## src/rtl/csr_file.sv

```systemverilog
// Control/status register file: privilege state, exception capture and return,
// interrupt status/enable, and a down-counting timer with one-shot or periodic reload.
module csr_file (
    input  logic        clk,
    input  logic        resetn,
    input  logic        csr_re,
    input  logic [13:0] csr_rd_num,
    output logic [31:0] csr_rd_value,
    input  logic        csr_we,
    input  logic [13:0] csr_wr_num,
    input  logic [31:0] csr_wr_mask,
    input  logic [31:0] csr_wr_value,
    input  logic [5:0]  wb_exc,
    input  logic        ertn_flush,
    input  logic [31:0] wb_pc,
    input  logic [31:0] wb_fault_vaddr,
    input  logic [7:0]  hw_int_in,
    input  logic        ipi_int_in,
    output logic [31:0] ex_entry,
    output logic [31:0] ertn_entry,
    output logic        has_int
);

    localparam logic [13:0] CSR_CRMD   = 14'h000;
    localparam logic [13:0] CSR_PRMD   = 14'h001;
    localparam logic [13:0] CSR_ECFG   = 14'h004;
    localparam logic [13:0] CSR_ESTAT  = 14'h005;
    localparam logic [13:0] CSR_ERA    = 14'h006;
    localparam logic [13:0] CSR_BADV   = 14'h007;
    localparam logic [13:0] CSR_EENTRY = 14'h00C;
    localparam logic [13:0] CSR_SAVE0  = 14'h030;
    localparam logic [13:0] CSR_SAVE1  = 14'h031;
    localparam logic [13:0] CSR_SAVE2  = 14'h032;
    localparam logic [13:0] CSR_SAVE3  = 14'h033;
    localparam logic [13:0] CSR_TID    = 14'h040;
    localparam logic [13:0] CSR_TCFG   = 14'h041;
    localparam logic [13:0] CSR_TVAL   = 14'h042;
    localparam logic [13:0] CSR_TICLR  = 14'h044;

    // wb_exc bit positions
    localparam int EXC_INT  = 0;
    localparam int EXC_SYS  = 1;
    localparam int EXC_INE  = 2;
    localparam int EXC_BRK  = 3;
    localparam int EXC_ALE  = 4;
    localparam int EXC_ADEF = 5;

    localparam logic [5:0] ECODE_INT  = 6'h00;
    localparam logic [5:0] ECODE_ADEF = 6'h08;
    localparam logic [5:0] ECODE_ALE  = 6'h09;
    localparam logic [5:0] ECODE_SYS  = 6'h0B;
    localparam logic [5:0] ECODE_BRK  = 6'h0C;
    localparam logic [5:0] ECODE_INE  = 6'h0D;

    localparam logic [12:0] LIE_WMASK = 13'h1BFF;

    logic [3:0]  crmd_q, crmd_d;
    logic [2:0]  prmd_q, prmd_d;
    logic [12:0] lie_q, lie_d;
    logic [12:0] is_q, is_d;
    logic [5:0]  ecode_q, ecode_d;
    logic [8:0]  esubcode_q, esubcode_d;
    logic [31:0] era_q, era_d;
    logic [31:0] badv_q, badv_d;
    logic [25:0] eentry_q, eentry_d;
    logic [31:0] save_q [4];
    logic [31:0] save_d [4];
    logic [31:0] tid_q, tid_d;
    logic [31:0] tcfg_q, tcfg_d;
    logic [31:0] tval_q, tval_d;

    logic        exc;
    logic [31:0] wval;
    logic        wr_crmd, wr_prmd, wr_ecfg, wr_estat, wr_era, wr_badv;
    logic        wr_eentry, wr_tid, wr_tcfg, wr_ticlr;
    logic [3:0]  save_we;
    logic        timer_fire;
    logic        ticlr_hit;
    logic [5:0]  exc_code;
    logic        badv_from_pc;
    logic        badv_from_vaddr;

    assign exc  = |wb_exc;
    assign wval = csr_wr_value & csr_wr_mask;

    // Architectural state touched by an exception ignores a same-cycle software write.
    assign wr_crmd   = csr_we && (csr_wr_num == CSR_CRMD)  && !exc;
    assign wr_prmd   = csr_we && (csr_wr_num == CSR_PRMD)  && !exc;
    assign wr_estat  = csr_we && (csr_wr_num == CSR_ESTAT) && !exc;
    assign wr_era    = csr_we && (csr_wr_num == CSR_ERA)   && !exc;
    assign wr_badv   = csr_we && (csr_wr_num == CSR_BADV)  && !exc;
    assign wr_ecfg   = csr_we && (csr_wr_num == CSR_ECFG);
    assign wr_eentry = csr_we && (csr_wr_num == CSR_EENTRY);
    assign wr_tid    = csr_we && (csr_wr_num == CSR_TID);
    assign wr_tcfg   = csr_we && (csr_wr_num == CSR_TCFG);
    assign wr_ticlr  = csr_we && (csr_wr_num == CSR_TICLR);

    genvar gi;
    generate
        for (gi = 0; gi < 4; gi++) begin : g_save_we
            assign save_we[gi] = csr_we && (csr_wr_num == CSR_SAVE0 + 14'(gi));
        end
    endgenerate

    assign timer_fire = tcfg_q[0] && (tval_q == 32'h0);
    assign ticlr_hit  = wr_ticlr && csr_wr_mask[0] && csr_wr_value[0];

    // Exception cause priority: INT > ADEF > INE > BRK > SYS > ALE.
    always_comb begin
        exc_code        = ECODE_ALE;
        badv_from_pc    = 1'b0;
        badv_from_vaddr = 1'b0;
        if (wb_exc[EXC_INT]) begin
            exc_code = ECODE_INT;
        end else if (wb_exc[EXC_ADEF]) begin
            exc_code     = ECODE_ADEF;
            badv_from_pc = 1'b1;
        end else if (wb_exc[EXC_INE]) begin
            exc_code = ECODE_INE;
        end else if (wb_exc[EXC_BRK]) begin
            exc_code = ECODE_BRK;
        end else if (wb_exc[EXC_SYS]) begin
            exc_code = ECODE_SYS;
        end else if (wb_exc[EXC_ALE]) begin
            exc_code        = ECODE_ALE;
            badv_from_vaddr = 1'b1;
        end
    end

    always_comb begin
        crmd_d     = crmd_q;
        prmd_d     = prmd_q;
        lie_d      = lie_q;
        is_d       = is_q;
        ecode_d    = ecode_q;
        esubcode_d = esubcode_q;
        era_d      = era_q;
        badv_d     = badv_q;
        eentry_d   = eentry_q;
        save_d     = save_q;
        tid_d      = tid_q;
        tcfg_d     = tcfg_q;
        tval_d     = tval_q;

        if (wr_crmd)   crmd_d   = (crmd_q & ~csr_wr_mask[3:0]) | wval[3:0];
        if (wr_prmd)   prmd_d   = (prmd_q & ~csr_wr_mask[2:0]) | wval[2:0];
        if (wr_ecfg)   lie_d    = (lie_q & ~(csr_wr_mask[12:0] & LIE_WMASK)) | (wval[12:0] & LIE_WMASK);
        if (wr_era)    era_d    = (era_q & ~csr_wr_mask) | wval;
        if (wr_badv)   badv_d   = (badv_q & ~csr_wr_mask) | wval;
        if (wr_eentry) eentry_d = (eentry_q & ~csr_wr_mask[31:6]) | wval[31:6];
        if (wr_tid)    tid_d    = (tid_q & ~csr_wr_mask) | wval;
        if (wr_tcfg)   tcfg_d   = (tcfg_q & ~csr_wr_mask) | wval;
        for (int i = 0; i < 4; i++) begin
            if (save_we[i]) save_d[i] = (save_q[i] & ~csr_wr_mask) | wval;
        end

        if (wr_estat) is_d[1:0] = (is_q[1:0] & ~csr_wr_mask[1:0]) | wval[1:0];
        is_d[9:2] = hw_int_in;
        is_d[10]  = 1'b0;
        is_d[11]  = timer_fire | (is_q[11] & ~ticlr_hit);
        is_d[12]  = ipi_int_in;

        if (exc) begin
            prmd_d     = crmd_q[2:0];
            crmd_d     = {crmd_q[3], 3'b000};
            era_d      = wb_pc;
            ecode_d    = exc_code;
            esubcode_d = 9'h0;
            if (badv_from_pc)    badv_d = wb_pc;
            if (badv_from_vaddr) badv_d = wb_fault_vaddr;
        end else if (ertn_flush) begin
            // PIE/PPLV sit in the same bit positions as IE/PLV.
            crmd_d[2:0] = prmd_q;
        end

        if (wr_tcfg) begin
            tval_d = {tcfg_d[31:2], 2'b00};
        end else if (tcfg_q[0] && (tval_q != 32'hFFFF_FFFF)) begin
            if ((tval_q == 32'h0) && tcfg_q[1]) tval_d = {tcfg_q[31:2], 2'b00};
            else                                 tval_d = tval_q - 32'd1;
        end
    end

    always_ff @(posedge clk) begin
        if (!resetn) begin
            crmd_q     <= 4'h8;
            prmd_q     <= '0;
            lie_q      <= '0;
            is_q       <= '0;
            ecode_q    <= '0;
            esubcode_q <= '0;
            era_q      <= '0;
            badv_q     <= '0;
            eentry_q   <= '0;
            tid_q      <= '0;
            tcfg_q     <= '0;
            tval_q     <= 32'hFFFF_FFFF;
            for (int i = 0; i < 4; i++) save_q[i] <= '0;
        end else begin
            crmd_q     <= crmd_d;
            prmd_q     <= prmd_d;
            lie_q      <= lie_d;
            is_q       <= is_d;
            ecode_q    <= ecode_d;
            esubcode_q <= esubcode_d;
            era_q      <= era_d;
            badv_q     <= badv_d;
            eentry_q   <= eentry_d;
            tid_q      <= tid_d;
            tcfg_q     <= tcfg_d;
            tval_q     <= tval_d;
            for (int i = 0; i < 4; i++) save_q[i] <= save_d[i];
        end
    end

    always_comb begin
        csr_rd_value = '0;
        if (csr_re) begin
            case (csr_rd_num)
                CSR_CRMD:   csr_rd_value = {28'h0, crmd_q};
                CSR_PRMD:   csr_rd_value = {29'h0, prmd_q};
                CSR_ECFG:   csr_rd_value = {19'h0, lie_q};
                CSR_ESTAT:  csr_rd_value = {1'b0, esubcode_q, ecode_q, 3'b000, is_q};
                CSR_ERA:    csr_rd_value = era_q;
                CSR_BADV:   csr_rd_value = badv_q;
                CSR_EENTRY: csr_rd_value = {eentry_q, 6'h0};
                CSR_SAVE0:  csr_rd_value = save_q[0];
                CSR_SAVE1:  csr_rd_value = save_q[1];
                CSR_SAVE2:  csr_rd_value = save_q[2];
                CSR_SAVE3:  csr_rd_value = save_q[3];
                CSR_TID:    csr_rd_value = tid_q;
                CSR_TCFG:   csr_rd_value = tcfg_q;
                CSR_TVAL:   csr_rd_value = tval_q;
                default:    csr_rd_value = '0;
            endcase
        end
    end

    assign ex_entry   = {eentry_q, 6'h0};
    assign ertn_entry = era_q;
    assign has_int    = crmd_q[2] & (|(is_q & lie_q));

endmodule
```

## config.mk

```make
export PLATFORM = sky130hd
export DESIGN_NAME = csr_file
export DESIGN_NICKNAME = d
export VERILOG_FILES = /design/src/rtl/csr_file.sv
export SDC_FILE = /design/constraint.sdc
export NUM_CORES = 1
export LEC_CHECK = 0
export BUFFER_PORTS_ARGS = -buffer_cell sky130_fd_sc_hd__clkbuf_2
export CAP_MARGIN = 5
export CORE_ASPECT_RATIO = 1.5
export CORE_MARGIN = 3
export CORE_UTILIZATION = 40
export CTS_CLUSTER_SIZE = 24
export DETAILED_ROUTE_END_ITERATION = 8
export PLACE_DENSITY_LB_ADDON = 0.12
export RECOVER_POWER = 25
export SYNTH_ARGS = -nofsm -noshare
export SYNTH_HDL_FRONTEND = slang
export SYNTH_SLANG_ARGS = --single-unit
```

## constraint.sdc

```tcl
create_clock -name clk -period 6.8 [get_ports clk]
set_input_delay 0.68 -clock clk [delete_from_list [all_inputs] [get_ports clk]]
set_output_delay 0.68 -clock clk [all_outputs]
set_load 0.005 [all_outputs]
```

# After elaboration in Yosys (flattened, before gate mapping)
# Index checks and enable logic that the tools add are counted.
# totals
regBits,353
latchBits,0
mem_bits_rw,0
rom_bits,0
in_bits,176
wordCells,152
memories,0
# classes
addsub,1
n_mul,0
n_div,0
magnitude_cmp,0
n_eq_ne,27
shifts,0
mux,29
bitwise_logic,40
reduce_logical,36
# ops
operator,n
32-bit case mux with 14 select lines,1
32-bit 2-to-1 mux,11
32-bit AND,9
32-bit OR,8
14-bit by 3-bit == test with 1-bit output (second input constant),8
14-bit by 6-bit == test with 1-bit output (second input constant),8
14-bit by 7-bit == test with 1-bit output (second input constant),6
32-bit zero test,1
32-bit != test (second input constant),1
32-bit NOT,1
32-bit by 1-bit subtractor with 32-bit output (second input constant),1
14-bit by 1-bit == test with 1-bit output (second input constant),2
14-bit by 4-bit == test with 1-bit output (second input constant),2
14-bit zero test,2
13-bit AND,2
26-bit AND,1
26-bit NOT,1
26-bit OR,1
1-bit logical AND,24
3-bit 2-to-1 mux,7
13-bit NOT,1
13-bit OR,1
13-bit OR reduction,1
1-bit 2-to-1 mux,8
other kinds (19),25

# Longest topological paths before layout
# Gate-level depths: netlist of run 1.
# logic_depth
word_depth,8
depth_mapped,9
depth_no_buf,8

# Worst setup path before layout of run 1
# No wires, ideal clock.
# synth_path
path_type,input to output
from,input csr_rd_num[5]
to,output csr_rd_value[28]
arrival_ns,2.625
required_time_ns,6.120
setup_slack_ns,3.495
stages,7
path_cell_list,or4_1 -> nor3b_1 -> nand2_1 -> nor3_1 -> clkbuf_1 -> a221oi_1 -> a21oi_1
# synth_via
elab_chain_cells,3
# synth_rtl
item,line,rtl
start: declaration,7,"input logic [13:0] csr_rd_num,"
14-bit by 7-bit == test with 1-bit output (tied with other cells),219,case (csr_rd_num)
32-bit case mux with 14 select lines (*),219,
32-bit 2-to-1 mux (*),218,if (csr_re) begin
end: declaration,8,"output logic [31:0] csr_rd_value,"
# Mark *: on every way between the ends. The rest lies on a longest branch, timed or not.

# Worst setup path in the final report of run 1
# layout_path
from,input csr_rd_num[5]
to,output csr_rd_value[14]
# The elaborated chain is that of the path after synthesis.

==> out/qor.txt, run 1 <==
Lkg Pwr - 9.059 nW
Final Hold Violating Endpoints - 0
Slew at the pin closest to its max-slew limit - 3131 ps
Fmax - 0.2218 GHz
# clock sinks - 349
TNS Setup - 0 ps
Required time of the worst setup path - 6120 ps
H-Tree Depth - 2
Ratio of final minimum period to clock period - 0.6629
Initial core utilization - 0.4062
FF-to-FF Start - tval_q[25]$_SDFFE_PN1P_
Clock Tree Buf Depth - 3
Crit. End Element - primary output
Most common cell after layout, fill and taps aside - nand2_1
Initial antenna violation count - 1
Final Skew - 13.58 ps
Ys async rst share - 0
DP HPWL - 53,840 um
Fraction of layout cells with a size suffix above 1 - 0.1501
DRC viols - 0
Post-synth EDFFs - 0
Worst r2r path cells - 7
Pwr Total - 4.602 mW
RSZ-0062 raised after global routing - no
Top_reg_cell synth - dfxtp_1
Distinct cells, synth - 70
CTS Buf Count - 38
CTS tree - done
WL final - 80,650 um
Crit path DAT - 3830 ps
Wirelength per Cell - 25.51 um
All-Layer GR Usage - 0.3018
Gpl congestion - 0.9468
Run status - finished, violations left
Postcts setup bufs - 0
Met3 WL - 5639 um
CTS hold repair buffers - 0
Crit path max-delay cell type - nor2_1
Fin crit period - 4508 ps
Post-synthesis area per instance - 8.210 sq um
First-pass DRT Iterations - 5
Vias - 18,970
Worst skew pair latency - 540 ps
Die X - 186.2 um
Max incr delay on CP - 940 ps
IO Count - 273
Largest net degree at the start of global routing - 144
Mapped Area - 19,470 sq um
Worst vdd ir - 0.0001418 V
Met2 WL - 39,570 um
Row cnt - 98
Total of max-cap violations - 4
Cell mode on critical path - clkbuf_2
Min-delay src - ipi_int_in
Crit path kind - input port to primary output
1st-iter DRT viols - 1,684
Post-Syn Instances - 2,372
Vias per cell - 6.001
Die Y - 276.2 um
Failing checks - capacitance limit, slew limit
Crit path cell chain - clkbuf_2 -> or4_1 -> nor3b_1 -> buf_4 -> nand2_1 -> nor2_1 -> a32oi_1 -> a31oi_1 -> clkbuf_2
Top Metal Used - met4
Synth Register Bits - 349
Crit. Startpoint - csr_rd_num[5]
Core area - 47,940 sq um
WHS Path Cells - 2
Post-DRT Antenna Nets - 0
Sequential area share after synthesis - 0.3588
GRT Residual Overflow - 0
First-pass GRT wire length - 118,700 um
CTS root buffer - clkbuf_16
# resized after CTS - 0
Crit start category - input port
Die ar. - 51,420 sq um
Slew HR - -1.087
Vias in the first global route - 18,390
Worst-path clk slew - 60 ps
Synthesis Warnings - 0
Path category of the worst min-delay check - input port to register
Layout area overhead - 14.37%
Max Slew Vio Count - 196
Metal-1 WL - 31,190 um
PD cells - 206.6 nW/um^2
Final #Nets - 2,663
Port Buffers - 266
Worst Path Max Fanout - 11
Leading cell types in the layout, fill and taps excluded - nand2_1 (403), dfxtp_1 (349), mux2i_1 (277), clkbuf_2 (217), nor2b_1 (186)
Setup violators final - 0
-- through the flow --
stage          instances  hold slack, ps  worst slack (ps)  instance area [sq um]    util
2_1_floorplan       2377           433.3              3495                  19490       -
3_3_place_gp        3095           448.9              2477                  21100  0.4401
3_5_place_dp        3095           458.9              2423                  21100  0.4401
4_1_cts             3161           326.8              2411                  22350  0.4662
5_1_grt             3162           351.5              2231                  22270  0.4646
6_report            3162           350.6              2292                  22270  0.4646
-- kinds of logic (layout without fill, tap and decap cells) --
group	after synthesis	in the layout	share of synthesized area
mux	319	319	0.1759
fa+ha+maj	2	2	0.001285
compound gates	500	500	0.1773
other cells	1	7	0.0001926
xor+xnor	17	17	0.007645
flops	349	349	0.3588
simple gates	933	933	0.2281
buf+inv	251	385	0.05082
-- final timing paths --
kind	to	slack, ps
max	csr_rd_value[14]	2290
max reg2reg	tval_q[7]$_SDFFE_PN1P_	3510
min reg2reg	register	470
min	is_q[12]$_SDFF_PN0_	350
-- worst max-delay path, delay by kind of cell --
family | cells | cell delay, ps
simple gates | 4 | 2100
compound gates | 2 | 510
buf+inv | 3 | 520
-- cell usage after synthesis, types with 8 or more instances --
| master | instances | area share |
|---|---|---|
| and2_1 | 17 | 0.0055 |
| a311oi_1 | 27 | 0.012 |
| o21ai_0 | 79 | 0.020 |
| o22ai_1 | 8 | 0.0026 |
| o311ai_1 | 8 | 0.0036 |
| nand3_1 | 88 | 0.023 |
| dfxtp_1 | 349 | 0.36 |
| a21boi_0 | 78 | 0.030 |
| mux2_2 | 26 | 0.015 |
| nand2_1 | 403 | 0.078 |
| a221oi_1 | 19 | 0.0085 |
| buf_1 | 27 | 0.0052 |
| a22oi_1 | 35 | 0.013 |
| mux2i_1 | 277 | 0.14 |
| a31oi_1 | 15 | 0.0048 |
| o221ai_1 | 35 | 0.016 |
| clkbuf_1 | 193 | 0.037 |
| nor4_1 | 14 | 0.0045 |
| inv_1 | 14 | 0.0027 |
| nor2_1 | 120 | 0.023 |
| xor2_1 | 12 | 0.0054 |
| nand4_1 | 19 | 0.0061 |
| a21oi_1 | 112 | 0.029 |
| nor3_1 | 39 | 0.010 |
| a222oi_1 | 9 | 0.0046 |
| nor2b_1 | 188 | 0.060 |
| a22o_1 | 16 | 0.0072 |
| buf_2 | 8 | 0.0021 |
| mux4_2 | 16 | 0.019 |
-- power breakdown --
| group | switching (mW) | leakage, nW | internal, mW |
|---|---|---|---|
| logic | 0.241 | 5.62 | 0.129 |
| clock network | 0.884 | 0.610 | 1.25 |
| registers | 0.0240 | 2.83 | 2.07 |
| total | 1.15 | 9.06 | 3.45 |
-- layer usage --
layer,GRT usage,up-vias
met3,0.04001,203
met1,0.3695,9204
met4,0.1385,0
li1,-,8638
met2,0.5203,929
met5,0,-
-- final cells by class --
class                   count  area [sq um]
fillers                  4720         25670
multi-input cells        1777         11590
flip-flops and latches    349          6987
repair buffers            304          1572
clock buffers              60          1167
well taps                 650         813.3
clock inverters             6         82.58
inverters                  15         56.30
diodes                      1         2.502
(Power assumes the default switching activity.)
==> run 2, diff against run 1 <==
clock period = 4.35 ns   (was 6.8 ns; I/O delays follow)
==> run 2 against run 1 <==
  * The flow still finishes with violations (capacitance limit, slew limit)
  * Critical endpoint unchanged
  * Global-route usage up 0.52 points
  * Sequential share of layout area down 0.55 points
  * Via count up 0.30%
  * Clock skew up 2.5 ps
  * Total power up 63%
  * Clock-buffer cell count down 4
  * Highest routed layer unchanged
  * Critical path depth down 1
  * Sequential power up 56%
==> out/qor.txt, run 2 (synthesized netlist as in run 1, its figures left out) <==
Largest net degree at the start of global routing - 140 (-2.8%)
Final Skew - 16.11 ps (+2.525 ps)
Vias - 19,030 (+0.30%)
Die Y - 276.2 um (unchanged)
Slew HR - -0.8649 (+0.2223)
Clock Tree Buf Depth - 3 (unchanged)
Total of max-cap violations - 1 (-3)
Port Buffers - 266 (unchanged)
CTS tree - done
Path category of the worst min-delay check - input port to register
Final #Nets - 2,700 (+1.4%)
Initial antenna violation count - 0 (-1)
Layout area overhead - 16.43%
RSZ-0062 raised after global routing - no
# clock sinks - 349 (unchanged)
Required time of the worst setup path - 3910 ps (-2210 ps)
Crit. End Element - primary output
WHS Path Cells - 2 (unchanged)
Dpl cells - 3,131 (+1.2%)
Pwr Total - 7.500 mW (+63%)
Worst-path clk slew - 60 ps (about the same)
Post-DRT Antenna Nets - 0 (unchanged)
Hold path endpoint - is_q[9]$_SDFF_PN0_
First-pass GRT wire length - 120,600 um (+1.6%)
IO Count - 273 (unchanged)
Worst R2R End - tval_q[29]$_SDFFE_PN1P_
Run status - finished, violations left
PD cells - 330.8 nW/um^2 (+60%)
Crit. Startpoint - csr_rd_num[5]
Vias in the first global route - 18,780 (+2.1%)
Fill cells - 4,766 (+0.97%)
Max Slew Vio Count - 140 (-29%)
Fin crit period - 4068 ps
DP HPWL - 56,790 um (+5.5%)
Crit path kind - input port to primary output
Core area - 47,940 sq um (unchanged)
Cell area after layout - 22,670 sq um (+1.8%)
Worst vdd ir - 0.0003181 V (+120%)
Final Hold Violating Endpoints - 0 (unchanged)
Postcts setup bufs - 0 (unchanged)
GRT Residual Overflow - 0 (unchanged)
First-pass DRT Iterations - 5 (unchanged)
TNS Setup - 0 ps (unchanged)
1st-iter DRT viols - 1,561 (-7.3%)
CTS Buf Count - 39 (+2.6%)
Min-delay src - hw_int_in[7]
Wirelength per Cell - 25.57 um (+0.26%)
Placed cell area - 21,380 sq um (+1.3%)
FF-to-FF Start - tval_q[15]$_SDFFE_PN1P_
Lkg Pwr - 9.322 nW (+2.9%)
Crit start category - input port
Failing checks - capacitance limit, slew limit
Setup violators final - 0 (unchanged)
# resized after CTS - 0 (unchanged)
Initial core utilization - 0.4062 (unchanged)
Most common cell after layout, fill and taps aside - nand2_1
Die X - 186.2 um (unchanged)
CTS hold repair buffers - 0 (unchanged)
Die ar. - 51,420 sq um (unchanged)
WL final - 81,880 um (+1.5%)
Worst r2r path cells - 6 (-1)
Gpl congestion - 0.9537 (+0.73%)
CTS root buffer - clkbuf_16
Vias per cell - 5.943 (-0.95%)
Leading cell types in the layout, fill and taps excluded - nand2_1 (403), dfxtp_1 (349), mux2i_1 (277), clkbuf_2 (226), nor2b_1 (186)
Reg2Reg Setup Slack - 1140 ps (-2370 ps)
Fraction of layout cells with a size suffix above 1 - 0.1697 (+0.01953)
Worst skew pair latency - 550 ps (about the same)
Slew at the pin closest to its max-slew limit - 2797 ps (-333.4 ps)
H-Tree Depth - 2 (unchanged)
Fmax - 0.2458 GHz
Row cnt - 98 (unchanged)
Ratio of final minimum period to clock period - 0.9353
Layout Cells excl Fill - 3,202 (+1.3%)
Diodes inserted - 0 (-1)
All-Layer GR Usage - 0.3070 (+0.005166)
Worst Path Max Fanout - 8 (-3)
DRC viols - 0 (unchanged)
Crit path DAT - 3630 ps (-200 ps)
## run 2: cell type report
class,count,area [sq um],share of cell area
Multi-Input combinational cell,1777,11600,0.5115
Timing Repair Buffer,340,1836,0.08095
Clock inverter,15,212.7,0.009381
Sequential cell,349,6987,0.3081
Clock buffer,56,1172,0.05171
Tap cell,650,813.3,0.03587
Inverter,15,56.30,0.002483
## run 2: worst max path at each step
| stage | end | slack (ps) |
|---|---|---|
| floorplan | csr_rd_value[28] | 1530 |
| global placement | csr_rd_value[14] | 580 |
| detailed placement | csr_rd_value[14] | 530 |
| CTS | csr_rd_value[14] | 520 |
| global route | csr_rd_value[14] | 270 |
| finish | csr_rd_value[14] | 280 |
## run 2: worst max-delay path, stage by stage
cell and delay, ps:
clkbuf_2 110, or4_1 550, nor3b_1 340, nand2_1 450
nor2_1 940, a32oi_1 320, a31oi_1 310, clkbuf_2 160
## run 2: where the power goes
| group | switching (mW) | internal, mW | leakage (nW) | total [mW] |
|---|---|---|---|---|
| logic | 0.385 | 0.210 | 5.81 | 0.595 |
| clock network | 1.45 | 2.18 | 0.680 | 3.63 |
| registers | 0.0379 | 3.24 | 2.83 | 3.28 |
## run 2: per-stage QoR
step                utilization  worst slack (ps)  hold WS, ps
finish                   0.4729             281.6        104.3
global route             0.4729             265.1        94.99
CTS                      0.4748             516.5        91.49
detailed placement       0.4459             534.5        459.9
global placement         0.4459             578.6        450.7
floorplan                     -              1535        433.3
## run 2: per-layer routing
metal | part of all wire | routed length [um] | global-route usage | vias up
met5 | 0 | 0 | 0 | -
met4 | 0.050 | 4103 | 0.1395 | 0
met3 | 0.068 | 5534 | 0.04988 | 208
met2 | 0.49 | 40310 | 0.5281 | 851
met1 | 0.39 | 31940 | 0.3717 | 9265
li1 | - | - | - | 8707
==> run 3, diff against run 2 <==
clock period = 4.1 ns   (was 4.35 ns; I/O delays follow)
==> run 3 against run 2 <==
  * The run still ends with capacitance limit, slew limit left
  * Global-route usage down 0.25 points
  * Final area is essentially flat
  * Critical path depth did not move
  * Total power grew 7.0%
  * Sequential share of layout area about the same
  * Non-clock buffer count shrank 4
  * Flip-flop and latch count is the same
  * Clock skew is 8.0 ps lower
  * Critical endpoint is now csr_rd_value[2]
  * Largest power group unchanged
==> out/qor.txt, run 3 (synthesized netlist as in run 1, its figures left out) <==
WHS Path Cells - 2 (unchanged)
CTS root buffer - clkbuf_16
Port Buffers - 266 (unchanged)
Postcts setup bufs - 0 (unchanged)
DRC viols - 0 (unchanged)
H-Tree Depth - 2 (unchanged)
Leading cell types in the layout, fill and taps excluded - nand2_1 (403), dfxtp_1 (349), mux2i_1 (277), clkbuf_2 (219), nor2b_1 (186)
# clock sinks - 349 (unchanged)
CTS tree - done
Reg power frac - 0.433 (-0.004)
Wirelength per Cell - 25.33 um (-0.93%)
CTS hold repair buffers - 0 (unchanged)
Die X - 186.2 um (unchanged)
Worst vdd ir - 0.0002758 V (-13%)
Diodes inserted - 0 (unchanged)
All-Layer GR Usage - 0.3045 (-0.002514)
Layout Cells excl Fill - 3,196 (-0.19%)
WL final - 80,970 um (-1.1%)
Crit. End Element - primary output
Logic pwr share - 0.078 (about the same)
Worst Path Max Fanout - 8 (unchanged)
Most common cell after layout, fill and taps aside - nand2_1
Total of max-cap violations - 3 (+2)
Crit start category - input port
Slew HR - -0.5528 (+0.3121)
Setup violators final - 0 (unchanged)
Core area - 47,940 sq um (unchanged)
Dpl cells - 3,127 (-0.13%)
Run status - finished, violations left
Final #Nets - 2,696 (-0.15%)
Sw frac - 0.2425 (-0.007154)
Placed cell area - 21,370 sq um (about the same)
Vias per cell - 5.930 (-0.22%)
Lkg Pwr - 9.295 nW (-0.29%)
Initial core utilization - 0.4062 (unchanged)
RSZ-0062 raised after global routing - no
1st-iter DRT viols - 1,670 (+7.0%)
Pwr Total - 8.027 mW (+7.0%)
Max Slew Vio Count - 123 (-12%)
Vias - 18,950 (-0.41%)
First-pass DRT Iterations - 6 (+1)
Fraction of layout cells with a size suffix above 1 - 0.1618 (-0.007848)
Layout area overhead - 16.43% (about the same)
Final Hold Violating Endpoints - 0 (unchanged)
Worst r2r path cells - 6 (unchanged)
CTS Buf Count - 39 (unchanged)
Fill cells - 4,760 (-0.13%)
GRT Residual Overflow - 0 (unchanged)
DP HPWL - 55,670 um (-2.0%)
Crit path kind - input port to primary output
Largest net degree at the start of global routing - 131 (-6.4%)
PD cells - 354.0 nW/um^2 (+7.0%)
TNS Setup - 0 ps (unchanged)
Worst skew pair latency - 540 ps (about the same)
Fin crit period - 3520 ps
Crit path DAT - 3110 ps (-520 ps)
Reg2Reg Setup Slack - 1030 ps (-110 ps)
Total net switching power - 1.946 mW (+4.0%)
Final Skew - 8.105 ps (-8.004 ps)
First-pass GRT wire length - 119,900 um (-0.59%)
Fmax - 0.2841 GHz
IO Count - 273 (unchanged)
Slew at the pin closest to its max-slew limit - 2329 ps (-468.1 ps)
WHS - 76.39 ps (-27.90 ps)
Failing checks - capacitance limit, slew limit
Cell area after layout - 22,680 sq um (about the same)
Die ar. - 51,420 sq um (unchanged)
Worst-path clk slew - 60 ps (about the same)
Internal power - 6.081 mW (+8.0%)
Required time of the worst setup path - 3690 ps (-220 ps)
Row cnt - 98 (unchanged)
Vias in the first global route - 18,960 (+0.96%)
Ratio of final minimum period to clock period - 0.8586
Die Y - 276.2 um (unchanged)
Path category of the worst min-delay check - input port to register
Clk pwr share - 0.488 (+0.004)
Gpl congestion - 0.9302 (-2.5%)
Clock Tree Buf Depth - 3 (unchanged)
Post-DRT Antenna Nets - 0 (unchanged)
Initial antenna violation count - 2 (+2)
# resized after CTS - 0 (unchanged)
[run 3: cell count changes in the layout (fill, tap and decap cells not counted), moves of 2 or more]
| cell | delta |
|---|---|
| clkbuf_8 | -3 |
| clkbuf_2 | -7 |
| clkbuf_1 | +12 |
| clkinvlp_4 | -2 |
| buf_12 | +3 |
| buf_4 | -8 |
| bufinv_16 | +3 |
[run 3: final cells by class]
cell class | instances | area [sq um] | share of cell area
tap | 650 | 813.3 | 0.03587
multi-input combinational | 1777 | 11580 | 0.5107
clock buffer | 56 | 1132 | 0.04994
sequential | 349 | 6987 | 0.3081
clock inverter | 13 | 265.3 | 0.01170
inverter | 15 | 56.30 | 0.002483
timing repair buffer | 336 | 1841 | 0.08117
[run 3: stage by stage]
stage	worst slack, ps	util
2_1_floorplan	1335	-
3_3_place_gp	759.4	0.4458
3_5_place_dp	717.8	0.4458
4_1_cts	716.8	0.4749
5_1_grt	351.3	0.4730
6_report	579.6	0.4730
[run 3: critical path, cell delays in order]
cell	delay (ps)
clkbuf_2	110
nor4_1	560
nand3b_1	220
nor3_2	830
buf_4	380
a221oi_1	120
a21oi_1	300
clkbuf_2	170
[run 3: per-layer routing]
metal,GRT usage,part of all wire,wire (um),vias up
met3,0.04093,0.067,5455,218
met5,0,0.00014,11,-
met1,0.3693,0.39,31720,9165
met2,0.5225,0.48,39250,858
li1,-,-,-,8710
met4,0.1515,0.056,4537,2
[run 3: worst paths after layout]
check	start	endpoint
worst max register to register	tval_q[15]$_SDFFE_PN1P_	tval_q[16]$_SDFFE_PN1P_
worst min-delay path	hw_int_in[7]	is_q[9]$_SDFF_PN0_
worst min register to register	register	register
worst max-delay path	csr_rd_num[5]	csr_rd_value[2]
[run 3: power groups by stage]
stage,Combinational (mW),Sequential (mW),Clock (mW)
final,0.630,3.48,3.92
after global routing,0.670,3.48,4.08
after CTS,0.627,3.48,3.96
after detailed placement,0.625,3.55,0
after global placement,0.619,3.55,0
after floorplan,0.341,3.54,0
